--- src/rtl/ram_arb_pkg.sv ---
// Shared types and helpers for the ram_arbiter block.
//   state_t     : arbiter FSM state (IDLE / LOCKED)
//   idx_width() : bits needed to index NREQ requesters (minimum 1)
//   rr_pick()   : one-hot winner, first requester at or after ptr, mod nreq
package ram_arb_pkg;

    localparam int unsigned MAX_REQ = 4;
    localparam int unsigned PTR_W   = 2;

    typedef enum logic [0:0] {
        IDLE   = 1'b0,
        LOCKED = 1'b1
    } state_t;

    // Index width for n requesters; a single requester still needs one bit.
    function automatic int unsigned idx_width(input int unsigned n);
        return (n > 32'd1) ? 32'($clog2(n)) : 32'd1;
    endfunction

    // Rotating priority search: scan nreq slots starting at ptr, wrapping.
    function automatic logic [MAX_REQ-1:0] rr_pick(
        input logic [MAX_REQ-1:0] req,
        input logic [PTR_W-1:0]   ptr,
        input int unsigned        nreq
    );
        logic [MAX_REQ-1:0] win;
        logic               found;
        int unsigned        idx;
        win   = '0;
        found = 1'b0;
        for (int unsigned k = 0; k < MAX_REQ; k++) begin
            idx = (32'(ptr) + k) % nreq;
            if (!found && (k < nreq) && req[PTR_W'(idx)]) begin
                win[PTR_W'(idx)] = 1'b1;
                found            = 1'b1;
            end
        end
        return win;
    endfunction

endpackage

--- src/rtl/ram_arb_rr_pick.sv ---
// Combinational rotating-priority picker.
//   req       : per-requester request vector
//   ptr       : search start index (tie to 0 for fixed lowest-index priority)
//   win_oh_c  : one-hot winner (all zero when nobody requests)
//   win_idx_c : binary index of the winner (0 when nobody requests)
module ram_arb_rr_pick
    import ram_arb_pkg::*;
#(
    parameter  int unsigned NREQ  = 2,
    localparam int unsigned IDX_W = idx_width(NREQ)
) (
    input  logic [NREQ-1:0]  req,
    input  logic [IDX_W-1:0] ptr,
    output logic [NREQ-1:0]  win_oh_c,
    output logic [IDX_W-1:0] win_idx_c
);

    logic [MAX_REQ-1:0] win_full;

    // Pick in the fixed-width helper, then narrow and encode.
    always_comb begin
        win_full  = rr_pick(MAX_REQ'(req), PTR_W'(ptr), NREQ);
        win_oh_c  = win_full[NREQ-1:0];
        win_idx_c = '0;
        for (int unsigned i = 0; i < MAX_REQ; i++) begin
            if (win_full[i]) begin
                win_idx_c = IDX_W'(i);
            end
        end
    end

endmodule

--- src/rtl/ram_arbiter.sv ---
// Shares one simple dual-port ram between NREQ requesters, one access per
// cycle, round-robin, with an optional lock that keeps ownership for bursts.
// Build option: define RAM_ARB_FIXED_PRIO_EN for fixed lowest-index priority
// (no rotation pointer); LOCKED behaviour is the same in both builds.
// Ports:
//   clk, resetn          clock (also the ram's wclk/rclk), async active-low reset
//   req/we/lock [NREQ]   per-requester request, write select, burst lock
//   addr, wdata          flattened per-requester address / write data
//   gnt                  one-hot combinational accept for this cycle
//   rvalid, rdata        one-hot registered read return, ram dout pass-through
//   ram_we/waddr/din     ram write port
//   ram_raddr, ram_dout  ram read port
module ram_arbiter
    import ram_arb_pkg::*;
#(
    parameter int unsigned NREQ       = 2,
    parameter int unsigned ADDR_WIDTH = 9,
    parameter int unsigned DATA_WIDTH = 8
) (
    input  logic                       clk,
    input  logic                       resetn,
    input  logic [NREQ-1:0]            req,
    input  logic [NREQ-1:0]            we,
    input  logic [NREQ-1:0]            lock,
    input  logic [NREQ*ADDR_WIDTH-1:0] addr,
    input  logic [NREQ*DATA_WIDTH-1:0] wdata,
    output logic [NREQ-1:0]            gnt,
    output logic [NREQ-1:0]            rvalid,
    output logic [DATA_WIDTH-1:0]      rdata,
    output logic                       ram_we,
    output logic [ADDR_WIDTH-1:0]      ram_waddr,
    output logic [DATA_WIDTH-1:0]      ram_din,
    output logic [ADDR_WIDTH-1:0]      ram_raddr,
    input  logic [DATA_WIDTH-1:0]      ram_dout
);

    localparam int unsigned IDX_W = idx_width(NREQ);

    state_t                 state_q, state_d;
    logic [IDX_W-1:0]       owner_q, owner_d;
    logic [NREQ-1:0]        rvalid_q, rvalid_d;
    logic [ADDR_WIDTH-1:0]  raddr_q, raddr_d;

    logic [NREQ-1:0]        win_oh;
    logic [IDX_W-1:0]       win_idx;
    logic [IDX_W-1:0]       pick_ptr;

    logic [NREQ-1:0]        gnt_c;
    logic                   grant_c;
    logic                   win_lock_c;
    logic                   sel_we_c;
    logic [ADDR_WIDTH-1:0]  sel_addr_c;
    logic [DATA_WIDTH-1:0]  sel_wdata_c;

`ifdef RAM_ARB_FIXED_PRIO_EN
    // Search always starts at requester 0: lowest index wins.
    assign pick_ptr = '0;
`else
    logic [IDX_W-1:0]       rr_ptr_q, rr_ptr_d;
    assign pick_ptr = rr_ptr_q;
`endif

    ram_arb_rr_pick #(
        .NREQ (NREQ)
    ) u_pick (
        .req       (req),
        .ptr       (pick_ptr),
        .win_oh_c  (win_oh),
        .win_idx_c (win_idx)
    );

    // Grant selection and IDLE/LOCKED next-state.
    always_comb begin
        state_d    = state_q;
        owner_d    = owner_q;
        gnt_c      = '0;
`ifndef RAM_ARB_FIXED_PRIO_EN
        rr_ptr_d   = rr_ptr_q;
`endif
        win_lock_c = |(lock & win_oh);

        case (state_q)
            IDLE: begin
                if (|req) begin
                    gnt_c = win_oh;
`ifndef RAM_ARB_FIXED_PRIO_EN
                    rr_ptr_d = (win_idx == IDX_W'(NREQ - 1)) ? '0 : win_idx + IDX_W'(1);
`endif
                    if (win_lock_c) begin
                        owner_d = win_idx;
                        state_d = LOCKED;
                    end
                end
            end
            LOCKED: begin
                gnt_c[owner_q] = req[owner_q];
                // Dropping lock ends the burst whether or not owner requests.
                if (!lock[owner_q]) begin
                    state_d = IDLE;
                end
            end
            default: begin
                state_d = IDLE;
            end
        endcase

        // No access may reach the ram while reset is held.
        if (!resetn) begin
            gnt_c = '0;
        end
    end

    // Route the winner's request onto the ram ports.
    always_comb begin
        sel_we_c    = 1'b0;
        sel_addr_c  = '0;
        sel_wdata_c = '0;
        for (int unsigned i = 0; i < NREQ; i++) begin
            if (gnt_c[i]) begin
                sel_we_c    = we[i];
                sel_addr_c  = addr[i*ADDR_WIDTH +: ADDR_WIDTH];
                sel_wdata_c = wdata[i*DATA_WIDTH +: DATA_WIDTH];
            end
        end
        grant_c   = |gnt_c;
        ram_we    = grant_c & sel_we_c;
        ram_waddr = sel_addr_c;
        ram_din   = sel_wdata_c;
        // Read port keeps the last read address when no read is granted.
        ram_raddr = (grant_c & ~sel_we_c) ? sel_addr_c : raddr_q;
        raddr_d   = ram_raddr;
        rvalid_d  = (grant_c & ~sel_we_c) ? gnt_c : '0;
    end

    // State registers.
    always_ff @(posedge clk or negedge resetn) begin
        if (!resetn) begin
            state_q  <= IDLE;
            owner_q  <= '0;
            rvalid_q <= '0;
            raddr_q  <= '0;
`ifndef RAM_ARB_FIXED_PRIO_EN
            rr_ptr_q <= '0;
`endif
        end else begin
            state_q  <= state_d;
            owner_q  <= owner_d;
            rvalid_q <= rvalid_d;
            raddr_q  <= raddr_d;
`ifndef RAM_ARB_FIXED_PRIO_EN
            rr_ptr_q <= rr_ptr_d;
`endif
        end
    end

    assign gnt    = gnt_c;
    assign rvalid = rvalid_q;
    assign rdata  = ram_dout;

endmodule

--- config.mk ---
export PLATFORM = sky130hd
export DESIGN_NAME = ram_arbiter
export DESIGN_NICKNAME = d
export VERILOG_FILES = /design/src/rtl/ram_arb_pkg.sv /design/src/rtl/ram_arb_rr_pick.sv /design/src/rtl/ram_arbiter.sv
export SDC_FILE = /design/constraint.sdc
export NUM_CORES = 1
export LEC_CHECK = 0
export BUFFER_PORTS_ARGS = -buffer_cell sky130_fd_sc_hd__buf_2
export CORE_ASPECT_RATIO = 1.25
export CORE_MARGIN = 2
export CORE_UTILIZATION = 37
export CTS_CLUSTER_SIZE = 20
export DETAILED_ROUTE_END_ITERATION = 8
export GPL_TIMING_DRIVEN = 1
export PLACE_DENSITY_LB_ADDON = 0.25
export SYNTH_ARGS = -nofsm -noshare
export SYNTH_HDL_FRONTEND = slang
export SYNTH_SLANG_ARGS = --single-unit
--- constraint.sdc ---
create_clock -name clk -period 4.25 [get_ports clk]
set_clock_uncertainty 0.15 [all_clocks]
set_input_delay 0.85 -clock clk [delete_from_list [all_inputs] [get_ports clk]]
set_output_delay 0.85 -clock clk [all_outputs]
set_load 0.02 [all_outputs]
==> results.md, run 1 <==
* Number of synthesized flops with an enable pin at 0
* Type of the worst setup path: input port to primary output
* Multi-input logic area at 422 um2
* Post-Synth Adder-Cell Area at 0%
* WL/cell at 12.6 um
* Longest Clk Path Bufs at 2
* CP max FO at 20
* XOR/XNOR Fraction of Synth Area at 0%
* Largest net degree at the start of global routing at 21
* Yosys warns at 0
* Total chip power at 696 uW
* Root Buffer: clkbuf_4
* Grt ovf at 0
* R2r setup slk at 2.13 ns
* #FFs+latches synth at 14
* Synth Area in Compound Gates at 22.4%
* Fillers at 222
* Top cells by area, synth: dfrtp_1, a22o_1, mux2_2
* N_diodes at 0
* RSZ-0062 raised after global routing: false
* First-pass GRT wire length at 3340 um
* Later-pin clock latency in the skew report at 0.27 ns
* Mean Syn Cell Area at 10.9 um2
* Setup_tns at 0 ns
* Total iterations of the first detailed-routing run at 4
* Initial Utilization at 39.3%
* Worst-path clk slew at 0.08 ns
* Tmin final at 3.51 ns
* Drt total wl at 2210 um
* Synth Instances at 80
* Port Buffers at 72
* Final setup fails at 0
* Reg2Reg Launch Point: pick_ptr$_DFFE_PN0P_
* Max-slew headroom at 77.0%
* Most numerous cell in the Yosys netlist: a22o_1
* Row Count at 19
* Synth top cells by count: a22o_1, dfrtp_1, mux2_2
* Post-Synthesis Cell Area at 870 um2
* CTS Hold Buffers Added at 0
* CTS buffer count at 3
* Critical R2R Capture: raddr_q[2]$_DFF_PN0_
* Initial antenna violation count at 0
* Hpwl dp at 1840 um
* Initial DRC count at 10
* Via count at 844
* Pwr Density at 567 nW/um2
* Synthesized Nets at 130
* CTS HTree Levels at 1
* Non-Filler Instances at 176
* Vias in the first global route at 812
* Crit path DAT at 2.51 ns
* Placed insts at 172
* Die Y at 58.2 um
* Area grow syn2layout at 41.0%
* Register-to-Register Path Depth at 4
* Worst hold path class: input port to asynchronous set/reset pin
* Ys flop type: dfrtp_1
* Top-area cell type share of the netlist area at 40.3%
* Critical path data required time at 3.25 ns
* Post-synthesis mux area share at 14.1%
* Num Clock Sinks at 14
* Fraction of layout cells with a size suffix above 1 at 61.4%
* Distinct cells, synth at 23
* Post-CTS resize count at 0
* Boundary pin count at 89
* Total GRT Usage at 16.4%
* # DRC at 0
* Post-Synth Simple-Gate Area at 11.9%
* Die area at 2760 um2
* Post-route ant nets at 0
* Final Hold Vio Count at 0
* Core ar. at 2210 um2
* Post-synth ARST share at 100%
* CTS tree: done
* Pleak at 0.720 nW
* Seq/Total Area, Yosys at 40.3%
* CP Capture Type: primary output
* Slew Limit Fails at 0
* Crit share post-route at 82.5%
* Largest area contributor in the netlist: dfrtp_1
* Max IR drop VDD at 328 uV
* Routability Congestion at 0.770
* Chip width at 47.4 um
* Vias per inst at 4.80
* Max Cap Viol at 0
* Outcome: finished clean
* Setup bufs post-CTS at 0
* Main combinational cell family by area after synthesis: compound AO/OA/AOI/OAI gates
* Startpoint Class: input port
* Register Area at 350 um2
* Max Clk Rate at 285 MHz
* Worst-Margin Slew at 0.344 ns
* Nets@finish at 196
stage by stage:
stage | worst slack, ns | utilization, % | hold WS (ns) | instance area [um2]
floorplan | 1.08 | - | 0.377 | 870
global placement | 0.745 | 53.8 | 0.328 | 1190
detailed placement | 0.722 | 53.8 | 0.331 | 1190
CTS | 0.726 | 55.5 | 0.315 | 1230
global route | 0.643 | 55.5 | 0.318 | 1230
finish | 0.742 | 55.5 | 0.315 | 1230
sequential cells by signal (all words and copies together) (netlist names):
| signal | count |
|---|---|
| raddr_q | 9 |
| rvalid | 2 |
| state_q | 1 |
| owner_q | 1 |
| pick_ptr | 1 |
cells in the final DEF, fill, tap and decap left out:
cell type / n
dfrtp_1: 14
nand2_1: 5
and2_1: 2
o21ai_0: 1
nor2_1: 1
and3_4: 1
nand3_1: 2
a22o_1: 17
buf_4: 1
mux2_2: 10
mux2i_1: 1
clkbuf_4: 3
nand3b_1: 1
a21o_1: 1
nand4_1: 2
nand2b_1: 2
clkbuf_8: 1
a21oi_1: 1
a21boi_0: 1
buf_2: 72
and3_1: 1
o211ai_4: 1
inv_1: 3
or3b_1: 1
where the power goes:
group	switching, mW	internal (mW)	total [mW]
logic	0.224	0.162	0.386
registers	0.0273	0.191	0.218
clock network	0.0392	0.0521	0.0913
total	0.291	0.405	0.696
per-layer routing:
| metal | up-vias | routed length [um] | global-route usage (%) |
|---|---|---|---|
| met1 | 390 | 873 | 21.5 |
| met3 | 0 | 178 | 4.98 |
| li1 | 417 | - | - |
| met5 | - | 0 | 0 |
| met2 | 37 | 1160 | 26.4 |
| met4 | 0 | 0 | 2.78 |
cells by family after synthesis:
| group | Yosys count |
|---|---|
| compound gates | 22 |
| buf+inv | 15 |
| flops | 14 |
| mux | 11 |
| simple gates | 18 |
worst max-delay path, stage by stage:
cell      delay (ns)
buf_2           0.10
or3b_1          0.39
and3_4          0.25
o211ai_4        0.35
mux2_2          0.39
buf_2           0.16
final cells by class:
class,instances,share of cell area (%)
inverter,3,0.918
multi-input combinational,51,34.4
clock buffer,4,2.96
sequential,14,28.6
timing repair buffer,73,30.0
tap,31,3.16
worst max path at each step:
stage	start	end	slack, ns	depth (start not counted)
3_3_place_gp	req[0]	ram_raddr[8]	0.75	6
2_1_floorplan	req[0]	ram_raddr[0]	1.08	5
4_1_cts	req[0]	ram_raddr[3]	0.73	6
5_1_grt	req[0]	ram_raddr[7]	0.64	6
6_report	req[0]	ram_raddr[2]	0.74	6
3_5_place_dp	req[0]	ram_raddr[3]	0.72	6
(Power assumes the default switching activity.)
==> inputs of run 2 (changes only) <==
--- a/config.mk
+++ b/config.mk
@@ -5,10 +5,11 @@
 export SDC_FILE = /design/constraint.sdc
 export NUM_CORES = 1
 export LEC_CHECK = 0
+export ABC_AREA = 1
 export BUFFER_PORTS_ARGS = -buffer_cell sky130_fd_sc_hd__buf_2
 export CORE_ASPECT_RATIO = 1.25
 export CORE_MARGIN = 2
-export CORE_UTILIZATION = 37
+export CORE_UTILIZATION = 33
 export CTS_CLUSTER_SIZE = 20
 export DETAILED_ROUTE_END_ITERATION = 8
 export GPL_TIMING_DRIVEN = 1
==> constraint.sdc (replaced) <==
create_clock -name clk -period 3 [get_ports clk]
set_clock_uncertainty 0.15 [all_clocks]
set_input_delay 0.6 -clock clk [delete_from_list [all_inputs] [get_ports clk]]
set_output_delay 0.6 -clock clk [all_outputs]
set_load 0.02 [all_outputs]
==> run 2 against run 1 <==
  * Combinational power up 100%
  * Sequential power grew 43%
  * Critical endpoint is now ram_raddr[8]
  * Register-to-register slack got worse by 0.82 ns
  * Final area up 9.3%
  * Clock power increased by 16%
  * Critical path depth rose by 3
  * Synthesized cell count rose by 76%
  * Sequential cell count stayed put
  * Die area rose by 25%
  * Cell count grew 38%
  * Synthesized area grew 13%
==> results.md, run 2 <==
* Root Buffer: clkbuf_4
* Placed cell areas at 1320 um2 (+11%)
* N_diodes at 0 (unchanged)
* Die area at 3440 um2 (+25%)
* Nets@finish at 259 (+32%)
* Startpoint Class: input port
* Post-Synthesis Cell Area at 985 um2 (+13%)
* Ys flop type: dfrtp_1
* Grt ovf at 0 (unchanged)
* Synth Instances at 141 (+76%)
* Worst hold path class: input port to asynchronous set/reset pin
* Vias per inst at 4.73 (-1.4%)
* #FFs+latches synth at 14 (unchanged)
* Pleak at 0.866 nW (+20%)
* Final Hold Vio Count at 0 (unchanged)
* Routability Congestion at 0.731 (-5.0%)
* Largest register FFs at 9 (unchanged)
* Max IR drop VDD at 345 uV (+5.1%)
* Slew Limit Fails at 0 (unchanged)
* Mean Syn Cell Area at 6.98 um2 (-36%)
* Initial DRC count at 30 (+20)
* Yosys warns at 0 (unchanged)
* Pre-CTS WS at 0.372 ns (-0.350 ns)
* CP Capture Type: primary output
* First-pass GRT wire length at 4210 um (+26%)
* Row Count at 22 (+3)
* Distinct cells, synth at 17 (-26%)
* Initial Utilization at 34.1% (-5.3 points)
* Crit share post-route at 88.3%
* Post-synthesis mux area share at 0% (-14 points)
* Chip width at 52.9 um (+12%)
* Placed insts at 240 (+40%)
* Longest Clk Path Bufs at 2 (unchanged)
* RSZ-0062 raised after global routing: false
* Boundary pin count at 89 (unchanged)
* Hpwl dp at 2190 um (+19%)
* Most common cell after layout, fill and taps aside: buf_2
* Crit path DAT at 1.90 ns (-0.61 ns)
* CTS tree: done
* Setup bufs post-CTS at 0 (unchanged)
* Max Clk Rate at 378 MHz
* Area grow syn2layout at 36.1%
* Core ar. at 2890 um2 (+31%)
* Finished Cell Area at 1340 um2 (+9.3%)
* Most numerous cell in the Yosys netlist: nand2_1
* Critical path data required time at 2.25 ns (-1.00 ns)
* Num Clock Sinks at 14 (unchanged)
* XOR/XNOR Fraction of Synth Area at 0% (unchanged)
* Post-CTS resize count at 0 (unchanged)
* Largest net degree at the start of global routing at 26 (+24%)
* Post-synth ARST share at 100% (unchanged)
* Drt total wl at 2710 um (+22%)
* Type of the worst setup path: input port to primary output
* Worst-Margin Slew at 0.294 ns (-0.0502 ns)
* CTS buffer count at 3 (unchanged)
* Vias in the first global route at 972 (+20%)
* Synth top cells by count: nand2_1, nand3_1, dfrtp_1
* Final setup fails at 0 (unchanged)
* Die Y at 65.1 um (+12%)
* Via count at 1149 (+36%)
* CP max FO at 11 (-45%)
* Max Cap Viol at 0 (unchanged)
* Top cells by area, synth: dfrtp_1, nand2_1, nand3_1
* Total GRT Usage at 16.3% (-0.065 points)
* Post-Synth Adder-Cell Area at 0% (unchanged)
* Seq/Total Area, Yosys at 35.6% (-4.7 points)
* Number of synthesized flops with an enable pin at 0 (unchanged)
* # DRC at 0 (unchanged)
* Synthesized Nets at 191 (+47%)
* CTS HTree Levels at 1 (unchanged)
* Outcome: finished clean
* Most frequent cells in the layout: buf_2, nand2_1, nand3_1
* Synth Area in Compound Gates at 4.19% (-18 points)
* Fillers at 324 (+46%)
* Worst hold slack at 0.146 ns (-0.169 ns)
* Post-route ant nets at 0 (unchanged)
* Pwr Density at 891 nW/um2 (+57%)
* Utilization after layout at 46.4% (-9.1 points)
* WL/cell at 11.1 um (-11%)
* Fraction of layout cells with a size suffix above 1 at 44.4% (-17 points)
* CTS Hold Buffers Added at 0 (unchanged)
* Top-area cell type share of the netlist area at 35.6% (-4.7 points)
* Setup_tns at 0 ns (unchanged)
* Worst-path clk slew at 0.08 ns (about the same)
* Main combinational cell family by area after synthesis: simple AND/OR/NAND/NOR gates
* Port Buffers at 72 (unchanged)
* Total iterations of the first detailed-routing run at 4 (unchanged)
* Register with the most flip-flops: raddr_q
* Post-Synth Simple-Gate Area at 47.3% (+35 points)
* Initial antenna violation count at 0 (unchanged)
* Total chip power at 1.19 mW (+72%)
* Final worst setup slack at 0.352 ns (-0.390 ns)
* Non-Filler Instances at 243 (+38%)
* Largest area contributor in the netlist: dfrtp_1
* Tmin final at 2.65 ns
* Later-pin clock latency in the skew report at 0.28 ns (about the same)
* Max-slew headroom at 80.4% (+3.5 points)
## run 2: changes by cell type in the layout (fill, tap and decap cells not counted), moves of 3 or more
| cell | delta |
|---|---|
| inv_2 | +4 |
| nand2_1 | +55 |
| o21ai_0 | +4 |
| nand3_2 | +3 |
| nand3_1 | +28 |
| mux2_2 | -10 |
| a22o_1 | -17 |
## run 2: final timing paths
check                                          start                    to  slack, ns  cells past startpoint
worst min register to register  raddr_q[6]$_DFF_PN0_  raddr_q[6]$_DFF_PN0_       0.34                      2
min in group clk                raddr_q[6]$_DFF_PN0_  raddr_q[6]$_DFF_PN0_       0.34                      2
worst min-delay path                          resetn   rvalid[0]$_DFF_PN0_       0.15                      2
worst max-delay path                          req[1]          ram_raddr[8]       0.35                      9
worst max register to register     state_q$_DFF_PN0_  raddr_q[8]$_DFF_PN0_       1.31                      8
max in group asynchronous                     resetn  raddr_q[2]$_DFF_PN0_       2.33                      2
## run 2: kinds of logic (layout without fill, tap and decap cells)
logic type             count (synthesis)  in the layout
DFF                                   14             14
and+or+nand+nor                      100            100
buffers and inverters                 20             86
AOI/OAI and AO/OA                      7              7
## run 2: where the power goes
| part | internal, mW | switching (mW) | leakage (nW) |
|---|---|---|---|
| Sequential | 0.273 | 0.0387 | 0.184 |
| Combinational | 0.242 | 0.533 | 0.669 |
| Clock | 0.0466 | 0.0599 | 0.0138 |
| Total | 0.562 | 0.632 | 0.866 |
## run 2: final cells by class
cell class,instances,area [um2],area share [%]
well taps,36,45.0,3.36
inverters,8,32.5,2.43
multi-input cells,107,507,37.8
repair buffers,75,383,28.6
clock buffers,3,22.5,1.68
flip-flops and latches,14,350,26.1
## run 2: routing by layer
layer  part of all wire, %  vias up  track usage [%]
met5                     0        -                0
met4                   2.5        0             8.97
met3                    10       10             2.07
met2                    46       65             26.3
met1                    41      490             20.6
li1                      -      584                -
## run 2: critical path: stages
cell and delay, ns:
buf_2 0.12, nand2_1 0.13, nand3_2 0.10, nand2_2 0.21, nand3_1 0.20, nand3_4 0.18
nand2_1 0.07, nand2_1 0.11, buf_2 0.18
